<file path="config.mk">
export PLATFORM = sky130hd
export DESIGN_NAME = axis_bf_weight_mult
export DESIGN_NICKNAME = d
export VERILOG_FILES = /design/src/rtl/axis_bf_weight_mult.sv
export SDC_FILE = /design/constraint.sdc
export NUM_CORES = 2
export LEC_CHECK = 0
export ABC_AREA = 0
export CAP_MARGIN = 20
export CELL_PAD_IN_SITES_DETAIL_PLACEMENT = 1
export CELL_PAD_IN_SITES_GLOBAL_PLACEMENT = 1
export CORE_MARGIN = 2
export CORE_UTILIZATION = 43
export CTS_CLUSTER_SIZE = 12
export DETAILED_ROUTE_END_ITERATION = 16
export GPL_TIMING_DRIVEN = 1
export PLACE_DENSITY = 0.76
export SLEW_MARGIN = 25
export SYNTH_ARGS = -nofsm -noshare
export SYNTH_HDL_FRONTEND = slang
export SYNTH_SLANG_ARGS = --single-unit
</file>
<file path="constraint.sdc">
create_clock -name CLK -period 5.03 [get_ports CLK]
set_input_delay 1.006 -clock CLK [delete_from_list [all_inputs] [get_ports CLK]]
set_output_delay 1.006 -clock CLK [all_outputs]
set_load 0.01 [all_outputs]
</file>
<file path="src/rtl/axis_bf_weight_mult.sv">
// Beamforming weight stage: multiplies 16 signed 8-bit samples per AXI-Stream beat by one
// signed 8-bit weight. The weight only changes on packet boundaries. Two register stages.
module axis_bf_weight_mult #(
    parameter int SDATA_WIDTH   = 128,
    parameter int SSAMPLE_WIDTH = 8,
    parameter int WEIGHT_WIDTH  = 8,
    parameter int MSAMPLE_WIDTH = 16,
    parameter int MDATA_WIDTH   = 256
) (
    input  logic                       CLK,
    input  logic                       resetn,
    input  logic [WEIGHT_WIDTH-1:0]    weight_in,
    input  logic                       weight_load,
    output logic [WEIGHT_WIDTH-1:0]    weight_active,
    input  logic [SDATA_WIDTH-1:0]     s_axis_tdata,
    input  logic                       s_axis_tvalid,
    input  logic                       s_axis_tlast,
    output logic                       s_axis_tready,
    output logic [MDATA_WIDTH-1:0]     m_axis_tdata,
    output logic [MDATA_WIDTH/8-1:0]   m_axis_tkeep,
    output logic                       m_axis_tvalid,
    output logic                       m_axis_tlast,
    input  logic                       m_axis_tready
);

    localparam int SAMPLES    = SDATA_WIDTH / SSAMPLE_WIDTH;
    localparam int KEEP_WIDTH = MDATA_WIDTH / 8;

    localparam logic [0:0] ST_IDLE   = 1'b0;
    localparam logic [0:0] ST_IN_PKT = 1'b1;

    // Full-precision signed product per lane; operands are sign-extended to product width.
    function automatic logic [MDATA_WIDTH-1:0] mult_lanes(
        input logic [SDATA_WIDTH-1:0]  samples,
        input logic [WEIGHT_WIDTH-1:0] weight
    );
        logic [MDATA_WIDTH-1:0]          result;
        logic signed [MSAMPLE_WIDTH-1:0] a_ext;
        logic signed [MSAMPLE_WIDTH-1:0] w_ext;
        logic signed [MSAMPLE_WIDTH-1:0] prod;
        result = '0;
        w_ext  = {{(MSAMPLE_WIDTH-WEIGHT_WIDTH){weight[WEIGHT_WIDTH-1]}}, weight};
        for (int i = 0; i < SAMPLES; i++) begin
            a_ext = {{(MSAMPLE_WIDTH-SSAMPLE_WIDTH){samples[i*SSAMPLE_WIDTH+SSAMPLE_WIDTH-1]}},
                     samples[i*SSAMPLE_WIDTH +: SSAMPLE_WIDTH]};
            prod  = a_ext * w_ext;
            result[i*MSAMPLE_WIDTH +: MSAMPLE_WIDTH] = prod;
        end
        return result;
    endfunction

    logic [0:0]              r_state;
    logic                    r_pend_valid;
    logic [WEIGHT_WIDTH-1:0] r_pend_weight;
    logic [WEIGHT_WIDTH-1:0] r_weight_active;

    logic                    r_s1_valid;
    logic [SDATA_WIDTH-1:0]  r_s1_data;
    logic [WEIGHT_WIDTH-1:0] r_s1_weight;
    logic                    r_s1_last;

    logic                    r_m_valid;
    logic [MDATA_WIDTH-1:0]  r_m_data;
    logic [KEEP_WIDTH-1:0]   r_m_keep;
    logic                    r_m_last;

    logic                    w_advance;
    logic                    w_accept;
    logic                    w_apply;
    logic [WEIGHT_WIDTH-1:0] w_beat_weight;

    // Handshake and weight-apply decode; a pending weight is applied only between packets.
    always_comb begin
        w_advance = !r_m_valid || m_axis_tready;
        w_accept  = s_axis_tvalid && w_advance && resetn;
        w_apply   = (r_state == ST_IDLE) && r_pend_valid;
        if (w_apply) begin
            w_beat_weight = r_pend_weight;
        end else begin
            w_beat_weight = r_weight_active;
        end
    end

    // Pending weight, applied weight and packet-boundary state.
    always_ff @(posedge CLK or negedge resetn) begin
        if (!resetn) begin
            r_state         <= ST_IDLE;
            r_pend_valid    <= 1'b0;
            r_pend_weight   <= {WEIGHT_WIDTH{1'b0}};
            r_weight_active <= {{(WEIGHT_WIDTH-1){1'b0}}, 1'b1};
        end else begin
            // A load in the same cycle as an apply becomes the next pending value.
            if (weight_load) begin
                r_pend_valid  <= 1'b1;
                r_pend_weight <= weight_in;
            end else if (w_apply) begin
                r_pend_valid  <= 1'b0;
            end else begin
                r_pend_valid  <= r_pend_valid;
            end
            if (w_apply) begin
                r_weight_active <= r_pend_weight;
            end else begin
                r_weight_active <= r_weight_active;
            end
            if (w_accept) begin
                r_state <= s_axis_tlast ? ST_IDLE : ST_IN_PKT;
            end else begin
                r_state <= r_state;
            end
        end
    end

    // Two-stage data pipeline; every stage holds while the output is stalled.
    always_ff @(posedge CLK or negedge resetn) begin
        if (!resetn) begin
            r_s1_valid  <= 1'b0;
            r_s1_data   <= {SDATA_WIDTH{1'b0}};
            r_s1_weight <= {WEIGHT_WIDTH{1'b0}};
            r_s1_last   <= 1'b0;
            r_m_valid   <= 1'b0;
            r_m_data    <= {MDATA_WIDTH{1'b0}};
            r_m_keep    <= {KEEP_WIDTH{1'b0}};
            r_m_last    <= 1'b0;
        end else if (w_advance) begin
            r_s1_valid  <= w_accept;
            r_s1_data   <= w_accept ? s_axis_tdata : {SDATA_WIDTH{1'b0}};
            r_s1_weight <= w_beat_weight;
            r_s1_last   <= w_accept && s_axis_tlast;
            r_m_valid   <= r_s1_valid;
            r_m_data    <= r_s1_valid ? mult_lanes(r_s1_data, r_s1_weight) : {MDATA_WIDTH{1'b0}};
            r_m_keep    <= {KEEP_WIDTH{r_s1_valid}};
            r_m_last    <= r_s1_valid && r_s1_last;
        end else begin
            r_s1_valid  <= r_s1_valid;
            r_s1_data   <= r_s1_data;
            r_s1_weight <= r_s1_weight;
            r_s1_last   <= r_s1_last;
            r_m_valid   <= r_m_valid;
            r_m_data    <= r_m_data;
            r_m_keep    <= r_m_keep;
            r_m_last    <= r_m_last;
        end
    end

    assign s_axis_tready = w_advance && resetn;
    assign weight_active = r_weight_active;
    assign m_axis_tdata  = r_m_data;
    assign m_axis_tkeep  = r_m_keep;
    assign m_axis_tvalid = r_m_valid;
    assign m_axis_tlast  = r_m_last;

endmodule

</file>
# [Word level (Yosys, flattened, before mapping)]
# Cells that the tools add are included.
[word_totals] ff_bits=415 latchBits=0 ram_bits=0 rom_bits=0 input_bits=142 out_inout_bits=299 n_memories=0
[classes] add_sub_neg=0 multipliers=16 div=0 magnitude_cmp=0 n_eq_ne=0 shift=0 muxes=6 n_bitwise=1 n_reduce_logical=9
[ops] op="8-bit by 8-bit multiplier with 16-bit output" n=16
[ops] op="256-bit 2-to-1 mux" n=1
[ops] op="128-bit 2-to-1 mux" n=1
[ops] op="8-bit 2-to-1 mux" n=1
[ops] op="1-bit logical AND" n=6
[ops] op="1-bit 2-to-1 mux" n=3
[ops] op="2-bit nonzero test" n=1
[ops] op="1-bit zero test" n=1
[ops] op="1-bit logical OR" n=1
[ops] op="1-bit inverter" n=1

# [Depth between registers and ports, before layout]
[logic_depth] word_depth=5 depth_mapped=19 mapped_depth_nobuf=16

# [Worst setup path after synthesis]
# OpenSTA, ideal clock, no wires.
[synth_path] path_type="register to register" from="reg r_s1_weight[7]" to="reg r_m_data[239], in the netlist m_axis_tdata[239]" setup_time_ns=0.129 arrival_ns=5.021 required_time_ns=4.901 path_slack_ns=-0.121 stages_incl_launch_ff=17 period_less_slack_ns=5.151 cell_sequence="dfrtp_1 > clkbuf_1 > clkbuf_1 > nor2b_1 > fa_1 > fa_1 > fa_1 > inv_1 > fa_1 > inv_1 > ha_1 > a2111oi_2 > nor4_2 > a221oi_2 > a21oi_1 > xnor2_1 > o21ai_1"
[synth_via] elab_chain_cells=2
[synth_lines] item="start, declared" line="59" text="logic [WEIGHT_WIDTH-1:0] r_s1_weight;"
[synth_lines] item="start signal, assigned" line="119" text="r_s1_weight <= {WEIGHT_WIDTH{1'b0}};"
[synth_lines] item="start signal, assigned" line="128" text="r_s1_weight <= w_beat_weight;"
[synth_lines] item="start signal, assigned" line="137" text="r_s1_weight <= r_s1_weight;"
[synth_lines] item="8-bit by 8-bit multiplier with 16-bit output" line="46" text="prod = a_ext * w_ext;"
[synth_lines] item="256-bit 2-to-1 mux" line="131" text="r_m_data <= r_s1_valid ? mult_lanes(r_s1_data, r_s1_weight) : {MDATA_WIDTH{1'b0}};"
[synth_lines] item="end signal, assigned" line="122" text="r_m_data <= {MDATA_WIDTH{1'b0}};"
[synth_lines] item="end signal, assigned" line="131"
[synth_lines] item="end signal, assigned" line="140" text="r_m_data <= r_m_data;"
[synth_lines] item="end, declared" line="63" text="logic [MDATA_WIDTH-1:0] r_m_data;"
# Every way passes these cells.
# A chain may end at the register's enable or synchronous reset.

# [Worst setup path after layout]
[layout_path] from="reg r_s1_weight[3]" to="reg r_m_data[253], in the netlist m_axis_tdata[253]"
# The elaborated chain is that of the path after synthesis.

==> impl_results.md <==
- Layout Skew: 0.0428 ns
- DR iter-0 viols: 1818
- Fill count: 14500
- Post-synth EDFFs: 0
- Max clock buf depth: 3
- Worst vdd ir: 329 uV
- Worst Setup Path Type: flop to flop
- H-tree depth: 2
- ANT nets after route: 0
- Final Setup Violations: 0
- Max-cap violations: 0
- FFs w/ async S/R, synth: 1.00
- Initial Util: 0.432
- Worst path slowest cell: fa_1
- IO Pins: 441
- Die X: 365 microns
- Post-Syn Area: 55900 sq um
- Synth top cells by count: inv_1 (1299), fa_1 (880), and2_1 (675)
- Routed WL per cell: 20.6 microns
- Clock root buffer: clkbuf_16
- Required @ worst endpoint: 5.55 ns
- # port buffers: 440
- Area delta synth->final: 15.9%
- Area leader, netlist: fa_1
- Top_reg_cell synth: dfrtp_1
- Slack of the worst reg-to-reg path: 0.14 ns
- Crit start category: flop
- Final Cycle Share: 0.972
- Most frequent cell after synthesis: inv_1
- Sink Count: 414
- P per Cell Area: 576 nW/um^2
- Slew HR: 0.396
- Vias in the first global route: 47000
- Max incr delay on CP: 0.54 ns
- TritonCTS clock tree: yes
- Nets: 7740
- Start point of the critical path: r_s1_weight[3]
- Total track usage: 0.253
- Distinct cells, synth: 55
- RSZ-0062 raised after global routing: yes
- Top post-synthesis cells by area: fa_1 (32%), dfrtp_1 (18%), ha_1 (10%)
- Fin. max-slew vios: 0
- Syn nets: 7407
- Pin count of the biggest net entering global routing: 119
- Die H: 365 microns
- DR vias: 41500
- # DRC: 0
- Total negative slack: 0 ns
- Post-route cell area: 64800 sq um
- DRT Pass-1 Iters: 5
- Final WL: 166 mm
- Syn Area/Cell: 9.44 sq um
- Vias per Instance: 5.16
- Rows: 132
- Final Hold Viols: 0
- Synthesized flop and latch total: 414
- TritonCTS buffer count: 54
- R2R Path Start: r_s1_weight[3]
- DIE AREA: 133000 sq um
- Post-synthesis sequential area ratio: 0.185
- Hpwl dp: 127 mm
- Arrival time at the worst endpoint: 5.41 ns
- Layout Utilization: 0.501
- Critical path peak fanout: 16
- Skew-Pair Late Insertion Delay: 0.67 ns
- Leakage: 31.9 nW
- Area share of the largest cell type after synthesis: 0.315
- Clock-pin slew on the worst setup and hold paths: 0.06 ns
- Worst Max-Slew Pin Slew: 0.906 ns
- Cells after synthesis: 5921
- Achievable Freq: 205 MHz
- Placed Area: 62500 sq um
- Core area: 129000 sq um
- CP Cell Sequence: buf_8 > buf_4 > clkbuf_16 > and2_1 > fa_1 > inv_1 > fa_1 > inv_1 > fa_1 > inv_1 > fa_1 > inv_1 > ha_4 > a2111oi_2 > o21ai_1 > a221oi_2 > buf_4 > xor2_1 > o21ai_1
- Initial antenna violation count: 11
- First-pass GRT wire length: 263 mm
- Share of layout cells above drive strength 1: 0.0542
- Worst setup EP type: flop
- Grt ovf: 0
- Hold-fix buffers, CTS: 0
- Status: finished, final reports clean
- Worst Hold Class: input pin to asynchronous set/reset pin
- Overall power: 37.3 mW
- Post-route minimum period: 4.89 ns
- GPL Wtd Cong: 0.852
- Synth warn: 0
==> timing repair <==
action / CTS / global route
setup buffers: 0 / 13
endpoints found under the setup margin: 0 / 34
gates resized for setup: 0 / 61
==> worst max-delay path, delay by kind of cell, from the launching register on <==
kind | cells | cell delay, ns
adders and majority gates | 5 | 2.17
buffers and inverters | 8 | 0.90
AOI/OAI and AO/OA | 4 | 0.82
DFF | 1 | 0.50
xor gates and xnor gates | 1 | 0.17
and+or+nand+nor | 1 | 0.16
==> stage by stage <==
step	hold WS, ns	setup WS (ns)	cells
2_1_floorplan	0.442	0.176	5921
4_1_cts	0.233	0.0276	8021
3_5_place_dp	0.459	0.0540	7922
5_1_grt	0.254	-0.0765	8041
6_report	0.266	0.141	8042
3_3_place_gp	0.451	0.234	7922
==> sequential cells by signal, indices dropped and copies added, names as in the netlist <==
register       cells
r_pend_valid       1
r_pend_weight      8
m_axis_tlast       1
r_s1_valid         1
weight_active      8
m_axis_tdata     256
r_state            1
r_s1_weight        8
r_s1_data        128
r_s1_last          1
m_axis_tkeep       1
==> report_power, final <==
group	internal (mW)	switching (mW)	total (mW)
clock	2.43	1.71	4.15
sequential	3.91	0.570	4.48
combinational	12.0	16.7	28.7
total	18.4	19.0	37.3
==> cell families (layout without fill, tap and decap cells) <==
logic type	after synthesis	in the layout	share of synthesized area
simple gates	1625	1625	0.151
flops	414	414	0.185
mux	32	32	0.00644
xor+xnor	252	252	0.0395
buf+inv	1565	1941	0.108
compound gates	689	689	0.0906
other cells	0	3	0
fa+ha+maj	1344	1344	0.419
==> cell usage in the layout (no fill, tap or decap), types with 22 or more instances in the layout <==
cell type,count
xnor2_1,162
fa_1,879
nor3_1,29
o21bai_1,24
dfrtp_1,404
nor2_1,144
buf_4,55
a211oi_1,48
a22o_1,161
xor2_1,89
nand2b_1,22
and2_1,674
clkdlybuf4s50_1,439
nand2_1,512
inv_1,1297
clkbuf_16,59
a21o_1,23
mux2_2,32
a21oi_1,78
buf_12,33
o31ai_1,66
o21ai_0,125
nand3_1,77
o21ai_1,53
nor2b_1,123
ha_1,450
==> layer usage <==
metal  vias up  wire length (microns)  track usage
met5         -                     91            0
met4        12                   5980       0.0856
met3       258                   7590       0.0432
met2       720                  80900        0.429
met1     21700                  71200        0.327
li1      18800                      -            -
==> worst paths after layout <==
path | endpoint | cells after the start
setup / recovery | m_axis_tdata[253] | 19
hold / removal | m_axis_tdata[14] | 1
setup reg to reg | m_axis_tdata[253] | 19
hold reg to reg | m_axis_tdata[226] | 2
max in group asynchronous | m_axis_tdata[175] | 3
min in group CLK | m_axis_tdata[226] | 2
==> final cells by class <==
| type | count | area [sq um] | share of cell area |
|---|---|---|---|
| Timing Repair Buffer | 542 | 5750 | 0.0887 |
| Antenna cell | 3 | 7.51 | 0.000116 |
| Inverter | 1300 | 4880 | 0.0753 |
| Tap cell | 1742 | 2180 | 0.0336 |
| Multi-Input combinational cell | 3942 | 39800 | 0.613 |
| Clock buffer | 71 | 1480 | 0.0228 |
| Clock inverter | 28 | 368 | 0.00567 |
| Sequential cell | 414 | 10400 | 0.160 |
Note: power is estimated with default switching activity, not from simulation.
